==> src/rtl/led_pwm.sv <==
// led_pwm: memory-mapped three-channel (R/G/B) PWM LED controller with
// optional linear fading toward per-channel target levels.
//
// Parameters
//   BASE_ADDR   first of 8 consecutive register addresses (addr[15:3] decode)
//   FADE_DIV_W  fade step every 2^FADE_DIV_W PWM periods (must be >= 1)
//
// Ports
//   clk          single clock, all state updates on its rising edge
//   reset        asynchronous, active-high reset
//   addr         CPU address bus
//   data_in      CPU write data
//   data_out     registered read data (1-cycle latency, 0 when not selected)
//   write_enable CPU write strobe
//   r, g, b      PWM drive to the LED driver, high = lit
//
// Register map (offset = addr[2:0])
//   0/1/2  TGT_R/G/B  rw  target levels
//   3      CTRL       rw  bit0 EN, bit1 FADE, bit2 INV
//   4      STATUS     ro  bit0 BUSY, bit1..3 = cur != tgt for R/G/B
//   5/6/7  CUR_R/G/B  ro  current levels
module led_pwm #(
    parameter logic [15:0] BASE_ADDR  = 16'hD010,
    parameter int unsigned FADE_DIV_W = 2
) (
    input  logic        clk,
    input  logic        reset,
    input  logic [15:0] addr,
    input  logic [7:0]  data_in,
    output logic [7:0]  data_out,
    input  logic        write_enable,
    output logic        r,
    output logic        g,
    output logic        b
);

    // ------------------------------------------------------------------
    // State
    // ------------------------------------------------------------------
    logic [7:0]            pwm_ctr_q,  pwm_ctr_d;
    logic [FADE_DIV_W-1:0] fade_ctr_q, fade_ctr_d;
    logic [7:0]            tgt_r_q, tgt_r_d;
    logic [7:0]            tgt_g_q, tgt_g_d;
    logic [7:0]            tgt_b_q, tgt_b_d;
    logic [7:0]            cur_r_q, cur_r_d;
    logic [7:0]            cur_g_q, cur_g_d;
    logic [7:0]            cur_b_q, cur_b_d;
    logic [2:0]            ctrl_q,  ctrl_d;
    logic [7:0]            data_out_q, data_out_d;
    logic                  r_q, r_d;
    logic                  g_q, g_d;
    logic                  b_q, b_d;

    // ------------------------------------------------------------------
    // Decode and status
    // ------------------------------------------------------------------
    logic       sel;
    logic [2:0] off;
    logic       wr;
    logic       wrap;
    logic       step_now;
    logic       en, fade, inv;
    logic       ne_r, ne_g, ne_b, busy;
    logic [7:0] status;
    logic [7:0] rd_val;

    // One fade step toward the target, saturating at the target so it can
    // neither overshoot nor wrap past 0/255.
    function automatic logic [7:0] step_toward(input logic [7:0] cur,
                                               input logic [7:0] tgt);
        if (cur < tgt) begin
            return cur + 8'd1;
        end else if (cur > tgt) begin
            return cur - 8'd1;
        end
        return cur;
    endfunction

    // Current level only moves on a wrap: snap when not fading, step when
    // the fade divider is due. A cleared FADE therefore freezes the level
    // until the next wrap snaps it to target.
    function automatic logic [7:0] next_cur(input logic [7:0] cur,
                                            input logic [7:0] tgt,
                                            input logic       at_wrap,
                                            input logic       fading,
                                            input logic       do_step);
        if (!at_wrap) begin
            return cur;
        end else if (!fading) begin
            return tgt;
        end else if (do_step) begin
            return step_toward(cur, tgt);
        end
        return cur;
    endfunction

    always_comb begin
        sel      = (addr[15:3] == BASE_ADDR[15:3]);
        off      = addr[2:0];
        wr       = sel && write_enable;
        wrap     = (pwm_ctr_q == 8'hFF);
        step_now = &fade_ctr_q;
        en       = ctrl_q[0];
        fade     = ctrl_q[1];
        inv      = ctrl_q[2];

        ne_r   = (cur_r_q != tgt_r_q);
        ne_g   = (cur_g_q != tgt_g_q);
        ne_b   = (cur_b_q != tgt_b_q);
        busy   = ne_r | ne_g | ne_b;
        status = {4'b0000, ne_b, ne_g, ne_r, busy};
    end

    // ------------------------------------------------------------------
    // Register writes
    // ------------------------------------------------------------------
    always_comb begin
        tgt_r_d = tgt_r_q;
        tgt_g_d = tgt_g_q;
        tgt_b_d = tgt_b_q;
        ctrl_d  = ctrl_q;
        if (wr) begin
            case (off)
                3'd0:    tgt_r_d = data_in;
                3'd1:    tgt_g_d = data_in;
                3'd2:    tgt_b_d = data_in;
                3'd3:    ctrl_d  = data_in[2:0];
                default: ; // STATUS and CUR_* are read-only
            endcase
        end
    end

    // ------------------------------------------------------------------
    // PWM counter, fade divider and current levels
    // ------------------------------------------------------------------
    always_comb begin
        pwm_ctr_d  = pwm_ctr_q + 8'd1;

        fade_ctr_d = fade_ctr_q;
        if (wrap && fade) begin
            fade_ctr_d = fade_ctr_q + 1'b1;
        end

        // Uses the registered targets, so a target write landing on the
        // wrap edge is only seen at the following wrap.
        cur_r_d = next_cur(cur_r_q, tgt_r_q, wrap, fade, step_now);
        cur_g_d = next_cur(cur_g_q, tgt_g_q, wrap, fade, step_now);
        cur_b_d = next_cur(cur_b_q, tgt_b_q, wrap, fade, step_now);

        // Registered PWM outputs: one cycle behind pwm_ctr.
        r_d = (en & (pwm_ctr_q < cur_r_q)) ^ inv;
        g_d = (en & (pwm_ctr_q < cur_g_q)) ^ inv;
        b_d = (en & (pwm_ctr_q < cur_b_q)) ^ inv;
    end

    // ------------------------------------------------------------------
    // Read path
    // ------------------------------------------------------------------
    always_comb begin
        case (off)
            3'd0:    rd_val = tgt_r_q;
            3'd1:    rd_val = tgt_g_q;
            3'd2:    rd_val = tgt_b_q;
            3'd3:    rd_val = {5'b00000, ctrl_q};
            3'd4:    rd_val = status;
            3'd5:    rd_val = cur_r_q;
            3'd6:    rd_val = cur_g_q;
            default: rd_val = cur_b_q;
        endcase
        data_out_d = sel ? rd_val : '0;
    end

    // ------------------------------------------------------------------
    // Flops
    // ------------------------------------------------------------------
    always_ff @(posedge clk or posedge reset) begin
        if (reset) begin
            pwm_ctr_q  <= '0;
            fade_ctr_q <= '0;
            tgt_r_q    <= '0;
            tgt_g_q    <= '0;
            tgt_b_q    <= '0;
            cur_r_q    <= '0;
            cur_g_q    <= '0;
            cur_b_q    <= '0;
            ctrl_q     <= '0;
            data_out_q <= '0;
            r_q        <= 1'b0;
            g_q        <= 1'b0;
            b_q        <= 1'b0;
        end else begin
            pwm_ctr_q  <= pwm_ctr_d;
            fade_ctr_q <= fade_ctr_d;
            tgt_r_q    <= tgt_r_d;
            tgt_g_q    <= tgt_g_d;
            tgt_b_q    <= tgt_b_d;
            cur_r_q    <= cur_r_d;
            cur_g_q    <= cur_g_d;
            cur_b_q    <= cur_b_d;
            ctrl_q     <= ctrl_d;
            data_out_q <= data_out_d;
            r_q        <= r_d;
            g_q        <= g_d;
            b_q        <= b_d;
        end
    end

    assign data_out = data_out_q;
    assign r        = r_q;
    assign g        = g_q;
    assign b        = b_q;

endmodule

==> config.mk <==
export PLATFORM = sky130hd
export DESIGN_NAME = led_pwm
export DESIGN_NICKNAME = d
export VERILOG_FILES = /design/src/rtl/led_pwm.sv
export SDC_FILE = /design/constraint.sdc
export NUM_CORES = 1
export LEC_CHECK = 0
export ABC_AREA = 0
export BUFFER_PORTS_ARGS = -buffer_cell sky130_fd_sc_hd__buf_2
export CORE_MARGIN = 10
export CORE_UTILIZATION = 56
export CTS_CLUSTER_SIZE = 14
export DETAILED_ROUTE_END_ITERATION = 8
export GPL_ROUTABILITY_DRIVEN = 0
export PLACE_DENSITY = 0.77
export SYNTH_ARGS = -nofsm -noshare
export SYNTH_HDL_FRONTEND = slang
export SYNTH_SLANG_ARGS = --single-unit
export TNS_END_PERCENT = 100
==> constraint.sdc <==
create_clock -name clk -period 5.75 [get_ports clk]
set_clock_uncertainty 0.05 [all_clocks]
set_input_delay 1.15 -clock clk [delete_from_list [all_inputs] [get_ports clk]]
set_output_delay 1.15 -clock clk [all_outputs]
set_load 0.01 [all_outputs]
==> impl_metrics.ini <==
[power_and_ir_drop]
swShare = 0.2449
pwr_density_cell_nw_per_um2 = 161.7
internal-power_mw = 0.7167
combPwrFrac = 0.050
pwr-share-clk = 0.417
p_seq_frac = 0.533
finalPower_mw = 0.9491
peakVddDrop_mv = 0.1865
switching_power_mw = 0.2324
power_leakage_nw = 2.782

[global_routing]
grt_pass1_wl_mm = 22.44
grt_util_all_layers = 0.1982
grt_start_max_net_pins = 73
grtUsageMet2 = 0.3157
grt_overflow = 0
gr-usage-met1 = 0.2473
antenna_found_initial = 0
use_met3 = 0.04700
grt_pass1_vias = 4368
busiest_layer = met2

[timing]
tightest_slew_ps = 995.5
setup_viol = 0
final.min_clock_period_ps = 3678
setup_tns_ps = 0
hold_viol_final = 0
slew_headroom = 0.3323
whs_ps = 425.1
final_max_slew_viol_count = 0
fmax_mhz = 271.9
finalCritPeriodShare = 0.6397
grt_setup_unrepaired = false
layout_setup_ws_ps = 2072

[yosys]
ys.flop_type = dfrtp_1
synth_area_leaders = dfrtp_1 33%, ha_1 16%, mux2_4 4.5%, inv_1 4.0%, mux2i_1 3.5%
synthCells = 551
ys_types = 55
ys_seq_area_frac = 0.3344
syn_area_um2 = 5388
syn-num-nets = 649
synth_top_area_share = 0.3344
synth_async_sr_flop_share = 1.000
synth-seq-cells = 72
synth_top_area_cell = dfrtp_1
synth.yosys.warnings = 0
synth_edf_count = 0
syn_avg_cell_area_um2 = 9.778

[critical_path]
critPathLaunchType = flip-flop
endpoint_kind = flip-flop
arrival_ps = 3880
required_ps = 5950
crit_type = reg -> reg
critPathMaxFanout = 8

[worst_hold_path]
hp-class = reg -> reg

[cts]
cts_setup_buffers = 0
cts_tree = built
htree_levels = 3
cts_made_buffers = 9
clockRootBuffer = clkbuf_8
clock-sinks = 72
clock_latency_ps = 360
ctsLongestPathBuffers = 2
holdBufCountCts = 0
clkTransAtPathRegs_ps = 80
cts_resized = 0

[routing]
drtPass1Iterations = 5
antenna_left = 0
totalWireLength_mm = 13.68
wire_per_inst_um = 19.03
drc_errors = 0
via_per_inst = 5.982
vias = 4301
drt_iter0_drc = 386

[die]
initial_core_util = 0.5803
die_area_um2 = 13940
num_rows = 35
boundaryPins = 38
core-area_um2 = 9284
die_w_um = 118.1
fp.dieH_um = 118.1

[outcome]
status = finished, final reports clean

[place]
place_hpwl_mm = 10.40
port_buffers = 37
post-place-ws_ps = 2104
place_area_um2 = 5685

[finish]
drive_gt1_frac = 0.1661
syn2layout_area_growth_pct = 8.964
design_area_um2 = 5871
diodes = 0
final_nets = 684

[run]
max-cap-violations = 0
==> cell usage after synthesis (all sizes together), types with 8 or more instances <==
library cell,count
mux2i,19
a21oi,30
clkbuf,8
o21ai,27
a221oi,9
a21o,17
inv,58
xnor2,20
nor3,8
dfrtp,72
mux2,29
nand2,34
ha,68
nor2,42
nand3,12
xor2,8
==> metrics by stage <==
step,std cells,utilization
final,719,0.6323
after global routing,719,0.6323
after CTS,719,0.6323
after detailed placement,704,0.6124
after global placement,704,0.6124
after floorplan,551,-
==> worst max-delay path, cell delays in order, from the launching register on <==
cell,delay (ps)
dfrtp_1,450
ha_1,310
nor2b_1,140
o211ai_1,160
a21oi_1,120
a2111oi_4,370
inv_1,250
ha_1,390
and3_1,200
a221o_1,330
nor4_1,180
nor3_1,110
xor2_1,160
o22a_1,190
o22a_1,170
==> per-layer routing <==
layer / share of wire / vias up
met5: 0 / -
met4: 0.035 / 0
met3: 0.070 / 42
met2: 0.47 / 141
met1: 0.43 / 2081
li1: - / 2037
==> cells in the final DEF, fill, tap and decap left out, drive strengths merged, types with 3 or more instances in the layout <==
cell     n
dfrtp   72
ha      68
inv     58
nor2    42
buf     39
nand2   34
a21oi   30
mux2    29
o21ai   27
xnor2   20
mux2i   19
a21o    17
nand3   12
a221oi   9
clkbuf   9
nor3     8
xor2     8
nor2b    7
o211ai   7
o22ai    7
nand4    6
o21bai   5
a211oi   5
nand2b   4
a31oi    4
a21boi   4
clkinv   4
and3     3
nor4     3
a211o    3
fa       3
==> final cells by class <==
type / count / area [µm²]
repair buffers: 39 / 200.2
clock buffers: 9 / 123.9
inverters: 58 / 217.7
well taps: 129 / 161.4
clock inverters: 6 / 61.31
flip-flops and latches: 72 / 1802
multi-input cells: 406 / 3304
fillers: 790 / 3413
==> flip-flops by register name (all words and copies together) (netlist names), 3 cells and up <==
| signal | cells |
|---|---|
| data_out | 8 |
| cur_r_q | 8 |
| cur_b_q | 8 |
| tgt_b_q | 8 |
| ctrl_q | 3 |
| tgt_r_q | 8 |
| cur_g_q | 8 |
| tgt_g_q | 8 |
| pwm_ctr_q | 8 |
==> power by group through the flow <==
stage / Sequential, mW / Combinational, mW / Clock, mW
detailed placement: 0.516 / 0.0475 / 0
finish: 0.506 / 0.0472 / 0.396
floorplan: 0.516 / 0.0284 / 0
global route: 0.506 / 0.0518 / 0.427
global placement: 0.516 / 0.0464 / 0
CTS: 0.506 / 0.0475 / 0.403
==> kinds of logic (layout without fill, tap and decap cells) <==
kind of cell / count (synthesis) / count (layout) / synth area share
AND/OR/NAND/NOR: 127 / 127 / 0.1219
AO/OA/AOI/OAI: 131 / 131 / 0.1656
buffers and inverters: 73 / 112 / 0.05225
XOR/XNOR: 28 / 28 / 0.04552
multiplexers: 49 / 49 / 0.1112
adder cells (fa/ha/maj): 71 / 71 / 0.1691
flip-flops: 72 / 72 / 0.3344
==> final timing paths <==
| kind | depth (start not counted) | slack [ps] | end | startpoint |
|---|---|---|---|---|
| setup / recovery | 14 | 2070 | cur_b_q[7] | cur_b_q[1] |
| hold / removal | 1 | 430 | fade_ctr_q[0] | fade_ctr_q[0] |
| setup reg to reg | 14 | 2070 | cur_b_q[7] | cur_b_q[1] |
| hold reg to reg | 1 | 430 | fade_ctr_q[0] | fade_ctr_q[0] |
| max in group asynchronous | 3 | 4060 | cur_g_q[1] | reset |
| min in group asynchronous | 3 | 1010 | tgt_b_q[6] | reset |
Power figures use the tool's default switching activity.
